[src/rtl/sprite_ram_arbiter.sv]
// Single-port arbiter for the sprite attribute RAM: renderer-priority grants with a
// starvation guard for the host, registered command stage and tagged read return.
module sprite_ram_arbiter #(
    parameter int AWID       = 8,
    parameter int DWID       = 32,
    parameter int BENW       = 4,
    parameter int STARVE_MAX = 4
) (
    input  logic            clk_a_i,
    input  logic            rst_a_c,
    input  logic            spr_req_i,
    input  logic [AWID-1:0] spr_addr_i,
    output logic            spr_ack_o,
    output logic [DWID-1:0] spr_rdata_o,
    output logic            spr_rvalid_o,
    input  logic            host_req_i,
    input  logic            host_we_i,
    input  logic [AWID-1:0] host_addr_i,
    input  logic [DWID-1:0] host_wdata_i,
    input  logic [BENW-1:0] host_ben_i,
    output logic            host_ack_o,
    output logic [DWID-1:0] host_rdata_o,
    output logic            host_rvalid_o,
    output logic            ram_en_o,
    output logic            ram_we_o,
    output logic [AWID-1:0] ram_addr_o,
    output logic [DWID-1:0] ram_wdata_o,
    output logic [BENW-1:0] ram_ben_o,
    input  logic [DWID-1:0] ram_rdata_i
);

    localparam int CW = $clog2(STARVE_MAX + 1);

    typedef enum logic {
        SPR_PRI   = 1'b0,
        HOST_TURN = 1'b1
    } state_t;

    state_t          r_state;
    state_t          w_state_nxt;
    logic [CW-1:0]   r_starve_cnt;
    logic [CW-1:0]   w_starve_nxt;
    logic [CW-1:0]   w_starve_inc;
    logic            w_gnt_spr;
    logic            w_gnt_host;

    // Command stage
    logic            r_ram_en;
    logic            r_ram_we;
    logic [AWID-1:0] r_ram_addr;
    logic [DWID-1:0] r_ram_wdata;
    logic [BENW-1:0] r_ram_ben;

    // Tag pipeline: stage 1 travels with the command, stage 2 with the RAM data
    logic            r_tag1_rd;
    logic            r_tag1_host;
    logic            r_tag2_rd;
    logic            r_tag2_host;

    // Read return stage
    logic            r_spr_rvalid;
    logic            r_host_rvalid;
    logic [DWID-1:0] r_spr_rdata;
    logic [DWID-1:0] r_host_rdata;

    always_ff @(posedge clk_a_i or posedge rst_a_c) begin
        if (rst_a_c) begin
            r_state      <= SPR_PRI;
            r_starve_cnt <= '0;
        end else begin
            // NOTE: every sequential update uses <= so all flops sample pre-edge values.
            r_state      <= w_state_nxt;
            r_starve_cnt <= w_starve_nxt;
        end
    end

    always_comb begin
        // NOTE: defaults first so no path through this block leaves a signal unassigned (no latches).
        w_gnt_spr    = 1'b0;
        w_gnt_host   = 1'b0;
        w_state_nxt  = r_state;
        w_starve_nxt = r_starve_cnt;
        w_starve_inc = r_starve_cnt + 1'b1;

        case (r_state)
            SPR_PRI: begin
                if (spr_req_i) begin
                    w_gnt_spr = 1'b1;
                end else if (host_req_i) begin
                    w_gnt_host = 1'b1;
                end

                // Count only renderer wins that actually made a waiting host lose
                if (w_gnt_spr && host_req_i) begin
                    if (w_starve_inc == CW'(STARVE_MAX)) begin
                        w_state_nxt  = HOST_TURN;
                        w_starve_nxt = '0;
                    end else begin
                        w_starve_nxt = w_starve_inc;
                    end
                end else begin
                    w_starve_nxt = '0;
                end
            end

            HOST_TURN: begin
                if (host_req_i) begin
                    w_gnt_host = 1'b1;
                end else begin
                    w_gnt_spr = spr_req_i;
                end
                w_state_nxt  = SPR_PRI;
                w_starve_nxt = '0;
            end
        endcase
    end

    assign spr_ack_o  = w_gnt_spr;
    assign host_ack_o = w_gnt_host;

    // Address, data and enables hold through idle cycles; only en/we return to 0
    always_ff @(posedge clk_a_i or posedge rst_a_c) begin
        if (rst_a_c) begin
            r_ram_en    <= 1'b0;
            r_ram_we    <= 1'b0;
            r_ram_addr  <= '0;
            r_ram_wdata <= '0;
            r_ram_ben   <= '0;
        end else begin
            r_ram_en <= w_gnt_spr | w_gnt_host;
            r_ram_we <= w_gnt_host & host_we_i;
            if (w_gnt_host) begin
                r_ram_addr  <= host_addr_i;
                r_ram_wdata <= host_wdata_i;
                r_ram_ben   <= host_ben_i;
            end else if (w_gnt_spr) begin
                r_ram_addr <= spr_addr_i;
                r_ram_ben  <= '1;
            end
        end
    end

    always_ff @(posedge clk_a_i or posedge rst_a_c) begin
        if (rst_a_c) begin
            r_tag1_rd   <= 1'b0;
            r_tag1_host <= 1'b0;
            r_tag2_rd   <= 1'b0;
            r_tag2_host <= 1'b0;
        end else begin
            r_tag1_rd   <= w_gnt_spr | (w_gnt_host & ~host_we_i);
            r_tag1_host <= w_gnt_host;
            r_tag2_rd   <= r_tag1_rd;
            r_tag2_host <= r_tag1_host;
        end
    end

    always_ff @(posedge clk_a_i or posedge rst_a_c) begin
        if (rst_a_c) begin
            r_spr_rvalid  <= 1'b0;
            r_host_rvalid <= 1'b0;
            r_spr_rdata   <= '0;
            r_host_rdata  <= '0;
        end else begin
            r_spr_rvalid  <= r_tag2_rd & ~r_tag2_host;
            r_host_rvalid <= r_tag2_rd & r_tag2_host;
            if (r_tag2_rd && !r_tag2_host) begin
                r_spr_rdata <= ram_rdata_i;
            end
            if (r_tag2_rd && r_tag2_host) begin
                r_host_rdata <= ram_rdata_i;
            end
        end
    end

    assign ram_en_o      = r_ram_en;
    assign ram_we_o      = r_ram_we;
    assign ram_addr_o    = r_ram_addr;
    assign ram_wdata_o   = r_ram_wdata;
    assign ram_ben_o     = r_ram_ben;
    assign spr_rvalid_o  = r_spr_rvalid;
    assign spr_rdata_o   = r_spr_rdata;
    assign host_rvalid_o = r_host_rvalid;
    assign host_rdata_o  = r_host_rdata;

endmodule
[config.mk]
export PLATFORM = sky130hd
export DESIGN_NAME = sprite_ram_arbiter
export DESIGN_NICKNAME = d
export VERILOG_FILES = /design/src/rtl/sprite_ram_arbiter.sv
export SDC_FILE = /design/constraint.sdc
export NUM_CORES = 1
export LEC_CHECK = 0
export ABC_AREA = 1
export CAP_MARGIN = 20
export CORE_MARGIN = 8
export CORE_UTILIZATION = 30
export CTS_CLUSTER_SIZE = 12
export DETAILED_ROUTE_END_ITERATION = 10
export GPL_TIMING_DRIVEN = 0
export SLEW_MARGIN = 5
export SYNTH_ARGS = -nofsm -noshare
export SYNTH_HDL_FRONTEND = slang
export SYNTH_SLANG_ARGS = --single-unit
[constraint.sdc]
create_clock -name clk_a_i -period 5.2 [get_ports clk_a_i]
set_input_delay 0.78 -clock clk_a_i [delete_from_list [all_inputs] [get_ports clk_a_i]]
set_output_delay 0.78 -clock clk_a_i [all_outputs]
set_load 0.01 [all_outputs]
Word level (Yosys, flattened, before mapping)
Index checks and enable logic that the tools add are counted.

cells by class
  add/subtract/negate cells = 1
  eq/ne operators = 1
  mux-type cells = 17
  bitwise operators = 9
  reduce and logical (&&, ||, !) cells = 5

operators with widths
  kind                   number
  $mux W8                2
  $mux W4                2
  $mux W1                7
  $mux W3                2
  $pmux W1 S2            3
  $pmux W3 S2            1
  $and A1 B1 Y1          4
  $add A3 B1 Y3 const B  1
  $eq A3 B3 Y1 const B   1
  $logic_and A1 B1 Y1    3
  $not A1 Y1             3
  $or A1 B1 Y1           2
  $reduce_bool A2 Y1     1
  $logic_not A1 Y1       1

storage, ports and cells
  register bits after elaboration = 120
  input port bits = 89
  word-level logic and storage cells = 48

Logic depth before layout (Yosys ltp)
Gate-level depths: netlist of run 1.

  depth after elaboration = 5
  depth in mapped cells = 7

Worst setup path before layout of run 1
OpenSTA, ideal clock, no wires.

  path kind = input -> output
  from = in spr_req_i
  to = out host_ack_o
  arrival = 1.295 ns
  slack = 3.125 ns
  stages = 4
  path buffers = 1
  path through = nand2_1 nand2_2 inv_2 buf_2

between the ends
  cells in the longest elaborated chain, start to end = 2

RTL lines
  item         line  text
  from (decl)  11    input logic spr_req_i,
  $mux W1      87    if (spr_req_i) begin
  $pmux W1 S2  85    case (r_state)
  to (decl)    21    output logic host_ack_o,

Every way passes these cells.

Worst setup path in the final report of run 1
Same ends and word-level chain as after synthesis.

==> results of run 1 <==
==> placed cells by master (no fill, tap or decap), drive strengths merged <==
| cell type | count |
|---|---|
| nor3 | 1 |
| bufinv | 5 |
| inv | 61 |
| clkbuf | 29 |
| o21ai | 68 |
| o211ai | 1 |
| or2 | 1 |
| nor2 | 5 |
| dfrtp | 120 |
| ha | 2 |
| clkinvlp | 1 |
| clkdlybuf4s50 | 201 |
| buf | 20 |
| nand2 | 209 |
| clkinv | 2 |
| nand3 | 14 |
==> how the worst min path moves through the flow <==
stage                     start           to  slack [ns]  cells past startpoint
floorplan           r_tag1_host  r_tag2_host        0.33                      0
global placement    r_tag1_host  r_tag2_host        0.34                      0
detailed placement  r_tag1_host  r_tag2_host        0.34                      0
CTS                 r_tag1_host  r_tag2_host        0.35                      0
global route          r_tag1_rd    r_tag2_rd        0.36                      0
finish              r_tag1_host  r_tag2_host        0.35                      0
==> worst reg2reg max path, stage by stage (launching register included) <==
cell and delay [ns]:
dfrtp_1 0.37, nand2_1 0.08, buf_2 0.21, clkbuf_1 0.40
nand2_1 0.09, o21ai_0 0.10
==> final cells by class <==
type	instances	area (sq um)
fill	1424	7630
sequential	120	3000
timing repair buffer	202	2040
multi-input combinational	301	1260
clock buffer	24	472
tap	188	235
inverter	61	234
clock inverter	8	168
buffer	24	156
==> stage by stage <==
step,instance area [sq um],TNS [ns],instances
2_1_floorplan,4650,0,506
3_3_place_gp,6900,-55.37,895
3_5_place_dp,6930,0,896
4_1_cts,7570,0,928
5_1_grt,7570,0,928
6_report,7570,0,928
==> cell families (layout without fill, tap and decap cells) <==
family,Yosys count,in the layout,share of synthesized area [%]
buffers and inverters,85,319,8.29
and+or+nand+nor,230,230,19.1
AOI/OAI and AO/OA,69,69,7.48
DFF,120,120,64.6
adders and majority gates,2,2,0.538
==> registers in the layout, summed over array words and instances, names as in the netlist, 3 cells and up <==
signal	cells
host_rdata_o	32
ram_wdata_o	32
spr_rdata_o	32
ram_addr_o	8
ram_ben_o	4
r_starve_cnt	3
==> report_power, final <==
part           total (mW)  leakage (nW)  internal [mW]  switching (mW)
Combinational       0.566          1.88          0.316           0.251
Sequential           1.12          1.46           1.05          0.0690
Clock                1.27         0.308          0.875           0.394
Total                2.96          3.65           2.24           0.714
==> routing by layer <==
| metal | up-vias | global-route usage (%) | wire length [um] |
|---|---|---|---|
| met5 | - | 0 | 0 |
| met4 | 0 | 4.36 | 155 |
| met3 | 13 | 8.05 | 1650 |
| met2 | 169 | 23.2 | 6440 |
| met1 | 1904 | 17.3 | 6180 |
| li1 | 1989 | - | - |
==> out/metrics.yaml, run 1 <==
status:
  outcome: "completed"
clock_tree:
  cts_root_buffer: "clkbuf_16"
  clk_latency_ns: 0.40
  cts_inserted_buffers: 17
  cts.sinks: 120
  cts_tree: "done"
  ctsHoldBuffers: 0
  clk_path_buf_depth: 2
  ctsResizeCount: 0
  post_cts_buffers: 0
  cts-htree-levels: 4
  path_clk_slew_ns: 0.05
setup_path:
  start_kind: "primary input"
  ff2ff_path_depth: 5
  critPathCaptureType: "output pin"
  path_depth: 6
  crit_required_ns: 4.42
  slowest_delay_ns: 0.58
  crit_start: "spr_req_i"
  r2r_setup_slack_ns: 3.87
  r2r-end: "host_rdata_o[12]"
  critical_path.top_delay_family: "buffers and inverters"
  rr_startpoint: "r_tag2_rd"
  path_max_fanout: 11
  critPathKind: "in -> out"
  slowest_stage: "clkdlybuf4s50_1"
  crit_arrival_ns: 2.60
  path_cells: "clkdlybuf4s50_1 -> nand2_1 -> nand2_2 -> inv_2 -> buf_2 -> clkdlybuf4s50_1"
  cp-endpoint: "host_ack_o"
  cp_num_buf_inv: 4
  cp_common_cell: "clkdlybuf4s50_1"
sta:
  final-max-slew-violation-count: 0
  slew_headroom_pct: 69.5
  clock_skew_ns: 0.00631
  rsz0062_at_grt: "no"
  worst_slew_pin_slew_ns: 0.458
  finalCritPeriodShare_pct: 65.0
  clock.fmax_mhz: 296
  period_minus_slack_ns: 3.38
  setup_viol: 0
  finalHoldViolCount: 0
  timing.final.ws_setup_ns: 1.82
  holdWs_ns: 0.346
routing:
  dr.first_iter.drc_count: 190
  ant_nets: 0
  vias_per_cell: 4.39
  wl_um: 14400
  drc: 0
  vias: 4075
  drtPass1Iterations: 6
  drt-wirelength-per-cell_um: 15.5
yosys:
  synthTopCellsByArea: "dfrtp_1, nand2_1, o21ai_0, inv_1, nand3_1"
  yosysMostFrequentCell: "nand2_1"
  ys_seq_area_share_pct: 64.6
  yosysTopAreaCell: "dfrtp_1"
  yosys_warnings: 0
  synth_top_area_share_pct: 64.6
  async_flop_share_pct: 100
  synth.avg_cell_area_sq_um: 9.19
  ys_seq_elements: 120
  ys.flop_type: "dfrtp_1"
  yosys.cell_types.count: 18
  synth_edf_count: 0
  yosys-top-cells-count: "nand2_1, dfrtp_1, inv_1"
  syn_inst: 506
  syn-num-nets: 597
  syn_area_sq_um: 4650
global_routing:
  overflow: 0
  grt_max_degree: 76
  first_global_vias: 4356
  gr-usage-all-layers_pct: 14.9
  grt_antenna_before_repair: 0
  grt_pass1_wl_um: 23300
power_and_ir_drop:
  p_leak_nw: 3.65
  finalPower_mw: 2.96
  ir_drop_mv: 0.211
  p_per_area_nw_per_um2: 391
floorplanning:
  die_w_um: 141
  rows: 45
  die_height_um: 141
  initial_utilization_pct: 30.6
  ioPinCount: 203
  dieArea_sq_um: 19700
  core_sq_um: 15200
placement:
  dpl.hpwl_um: 11000
  io_buffers: 201
  place.gp.congestion: 0.814
  dp_slack_ns: 1.81
finish:
  antenna_cells: 0
  drive_gt1_share_pct: 6.89
  fin_util_pct: 49.8
  syn_to_final_growth_pct: 62.8
  fin_nets: 818
flow_run:
  maxCapViolCount: 0
worst_hold_path:
  hp-class: "reg -> reg"
Power figures use the tool's default switching activity.
==> run 2: changes to the inputs <==
clock period = 3.3 ns   (was 5.2 ns; I/O delays follow)
==> run 2 against run 1 <==
Highest routed layer unchanged. Global-route usage increased by 0.070 points. Power increased by 50%. Sequential share of layout area increased by 0.22 points.
==> out/metrics.yaml, run 2 (synthesized netlist as in run 1, its figures left out) <==
floorplanning:
  die_height_um: 141  # unchanged
  die_w_um: 141  # unchanged
  rows: 45  # unchanged
  initial_utilization_pct: 30.6  # unchanged
  ioPinCount: 203  # unchanged
  core_sq_um: 15200  # unchanged
  dieArea_sq_um: 19700  # unchanged
clock_tree:
  cts_root_buffer: "clkbuf_16"  # unchanged
  clk_path_buf_depth: 2  # unchanged
  cts-htree-levels: 4  # unchanged
  cts_tree: "done"  # unchanged
  cts.sinks: 120  # unchanged
  cts_inserted_buffers: 17  # unchanged
  ctsResizeCount: 0  # unchanged
  post_cts_buffers: 0  # unchanged
  clk_latency_ns: 0.40  # about the same
  path_clk_slew_ns: 0.05  # about the same
  ctsHoldBuffers: 0  # unchanged
sta:
  clock_skew_ns: 0.00561  # was 0.00631 ns
  final-max-slew-violation-count: 0  # unchanged
  fin_setup_tns_ns: 0  # unchanged
  worst_slew_pin_slew_ns: 0.491  # was 0.458 ns
  period_minus_slack_ns: 2.87
  finalHoldViolCount: 0  # unchanged
  finalCritPeriodShare_pct: 87.0
  rsz0062_at_grt: "no"  # unchanged
  clock.fmax_mhz: 348
  holdWs_ns: 0.346  # about the same
  setup_viol: 0  # unchanged
  slew_headroom_pct: 67.3  # was 69.5%
setup_path:
  critical_path.top_delay_family: "buffers and inverters"  # unchanged
  start_kind: "primary input"  # unchanged
  path_cells: "clkdlybuf4s50_1 -> nand2_1 -> nand2_2 -> inv_2 -> buf_2 -> clkdlybuf4s50_1"  # unchanged
  cp_common_cell: "clkdlybuf4s50_1"  # unchanged
  ff2ff_path_depth: 7  # was 5
  r2r_setup_slack_ns: 1.92  # was 3.87 ns
  slowest_stage: "clkdlybuf4s50_1"  # unchanged
  rr_startpoint: "r_state"  # was r_tag2_rd
  r2r-end: "ram_wdata_o[1]"  # was host_rdata_o[12]
  critPathKind: "in -> out"  # unchanged
  cp_num_buf_inv: 4  # unchanged
  crit_required_ns: 2.80  # was 4.42 ns
  slowest_delay_ns: 0.60  # was 0.58 ns
  path_max_fanout: 11  # unchanged
  crit_arrival_ns: 2.38  # was 2.60 ns
  critPathCaptureType: "output pin"  # unchanged
finish:
  syn_to_final_growth_pct: 61.9  # was 62.8%
  final_common_cell: "nand2_1"  # unchanged
  fin_util_pct: 49.5  # was 49.8%
  drive_gt1_share_pct: 7.15  # was 6.89%
  fin_nets: 820  # was 818
  fin_area_sq_um: 7530  # was 7570 sq um
  antenna_cells: 0  # unchanged
  final_cell_mix: "nand2_1, clkdlybuf4s50_1, dfrtp_1, inv_1, o21ai_0"  # unchanged
  fillCellCount: 1429  # was 1424
global_routing:
  grt_antenna_before_repair: 0  # unchanged
  grt_max_degree: 41  # was 76
  first_global_vias: 4479  # was 4356
  overflow: 0  # unchanged
  grt_pass1_wl_um: 23500  # was 23300 um
  gr-usage-all-layers_pct: 14.9  # about the same
placement:
  place.gp.congestion: 0.800  # was 0.814
  io_buffers: 201  # unchanged
  dpl.hpwl_um: 11100  # was 11000 um
  placed_cell_area_sq_um: 6960  # was 6930 sq um
routing:
  vias: 4060  # was 4075
  wl_um: 14400  # about the same
  vias_per_cell: 4.37  # was 4.39
  drtPass1Iterations: 4  # was 6
  drt-wirelength-per-cell_um: 15.5  # about the same
  dr.first_iter.drc_count: 151  # was 190
  ant_nets: 0  # unchanged
  drc: 0  # unchanged
worst_hold_path:
  holdPathStages: 0  # unchanged
  hp-class: "reg -> reg"  # unchanged
  min_from: "r_tag1_rd"  # was r_tag1_host
  whs_endpoint: "r_tag2_rd"  # was r_tag2_host
power_and_ir_drop:
  p_leak_nw: 3.62  # was 3.65 nW
  finalPower_mw: 4.43  # was 2.96 mW
  ir_drop_mv: 0.293  # was 0.211 mV
  p_per_area_nw_per_um2: 588  # was 391 nW/um^2
status:
  outcome: "completed"  # unchanged
flow_run:
  maxCapViolCount: 0  # unchanged
## run 2: changes by cell type in the layout (fill, tap and decap cells not counted)
cell and change:
clkbuf_1 -1, buf_12 +3, bufinv_16 -3, buf_16 -1, inv_6 -1, clkinvlp_4 +3, clkinv_2 +1
## run 2: report_power, final
group / leakage [nW] / switching, mW / internal (mW)
sequential: 1.46 / 0.106 / 1.66
combinational: 1.89 / 0.394 / 0.501
clock: 0.269 / 0.624 / 1.14
total: 3.62 / 1.12 / 3.30
## run 2: routing by layer
metal / vias to the layer above / global-route usage, % / wire (um)
li1: 1993 / - / -
met1: 1885 / 17.6 / 6230
met2: 170 / 22.4 / 6250
met3: 12 / 8.22 / 1730
met4: 0 / 5.54 / 153
met5: - / 0 / 0
## run 2: worst max-delay path by stage
stage | cells past startpoint | startpoint | end
2_1_floorplan | 1 | rst_a_c | host_rdata_o[0]
3_3_place_gp | 2 | rst_a_c | host_rdata_o[5]
3_5_place_dp | 6 | spr_req_i | host_ack_o
4_1_cts | 6 | spr_req_i | host_ack_o
5_1_grt | 6 | spr_req_i | host_ack_o
6_report | 6 | spr_req_i | host_ack_o
## run 2: layout make-up
| type | count | area [sq um] | share of cell area, % |
|---|---|---|---|
| clock buffers | 23 | 468 | 6.22 |
| flip-flops and latches | 120 | 3000 | 39.9 |
| multi-input cells | 301 | 1260 | 16.8 |
| clock inverters | 8 | 97.6 | 1.30 |
| well taps | 188 | 235 | 3.13 |
| inverters | 61 | 233 | 3.09 |
| plain buffers | 24 | 156 | 2.08 |
| repair buffers | 204 | 2070 | 27.5 |
## run 2: metrics by stage
step / setup slack, ns / cells
after floorplan: 1.34 / 506
after global placement: 0.192 / 895
after detailed placement: 0.409 / 898
after CTS: 0.393 / 929
after global routing: 0.272 / 929
final: 0.429 / 929
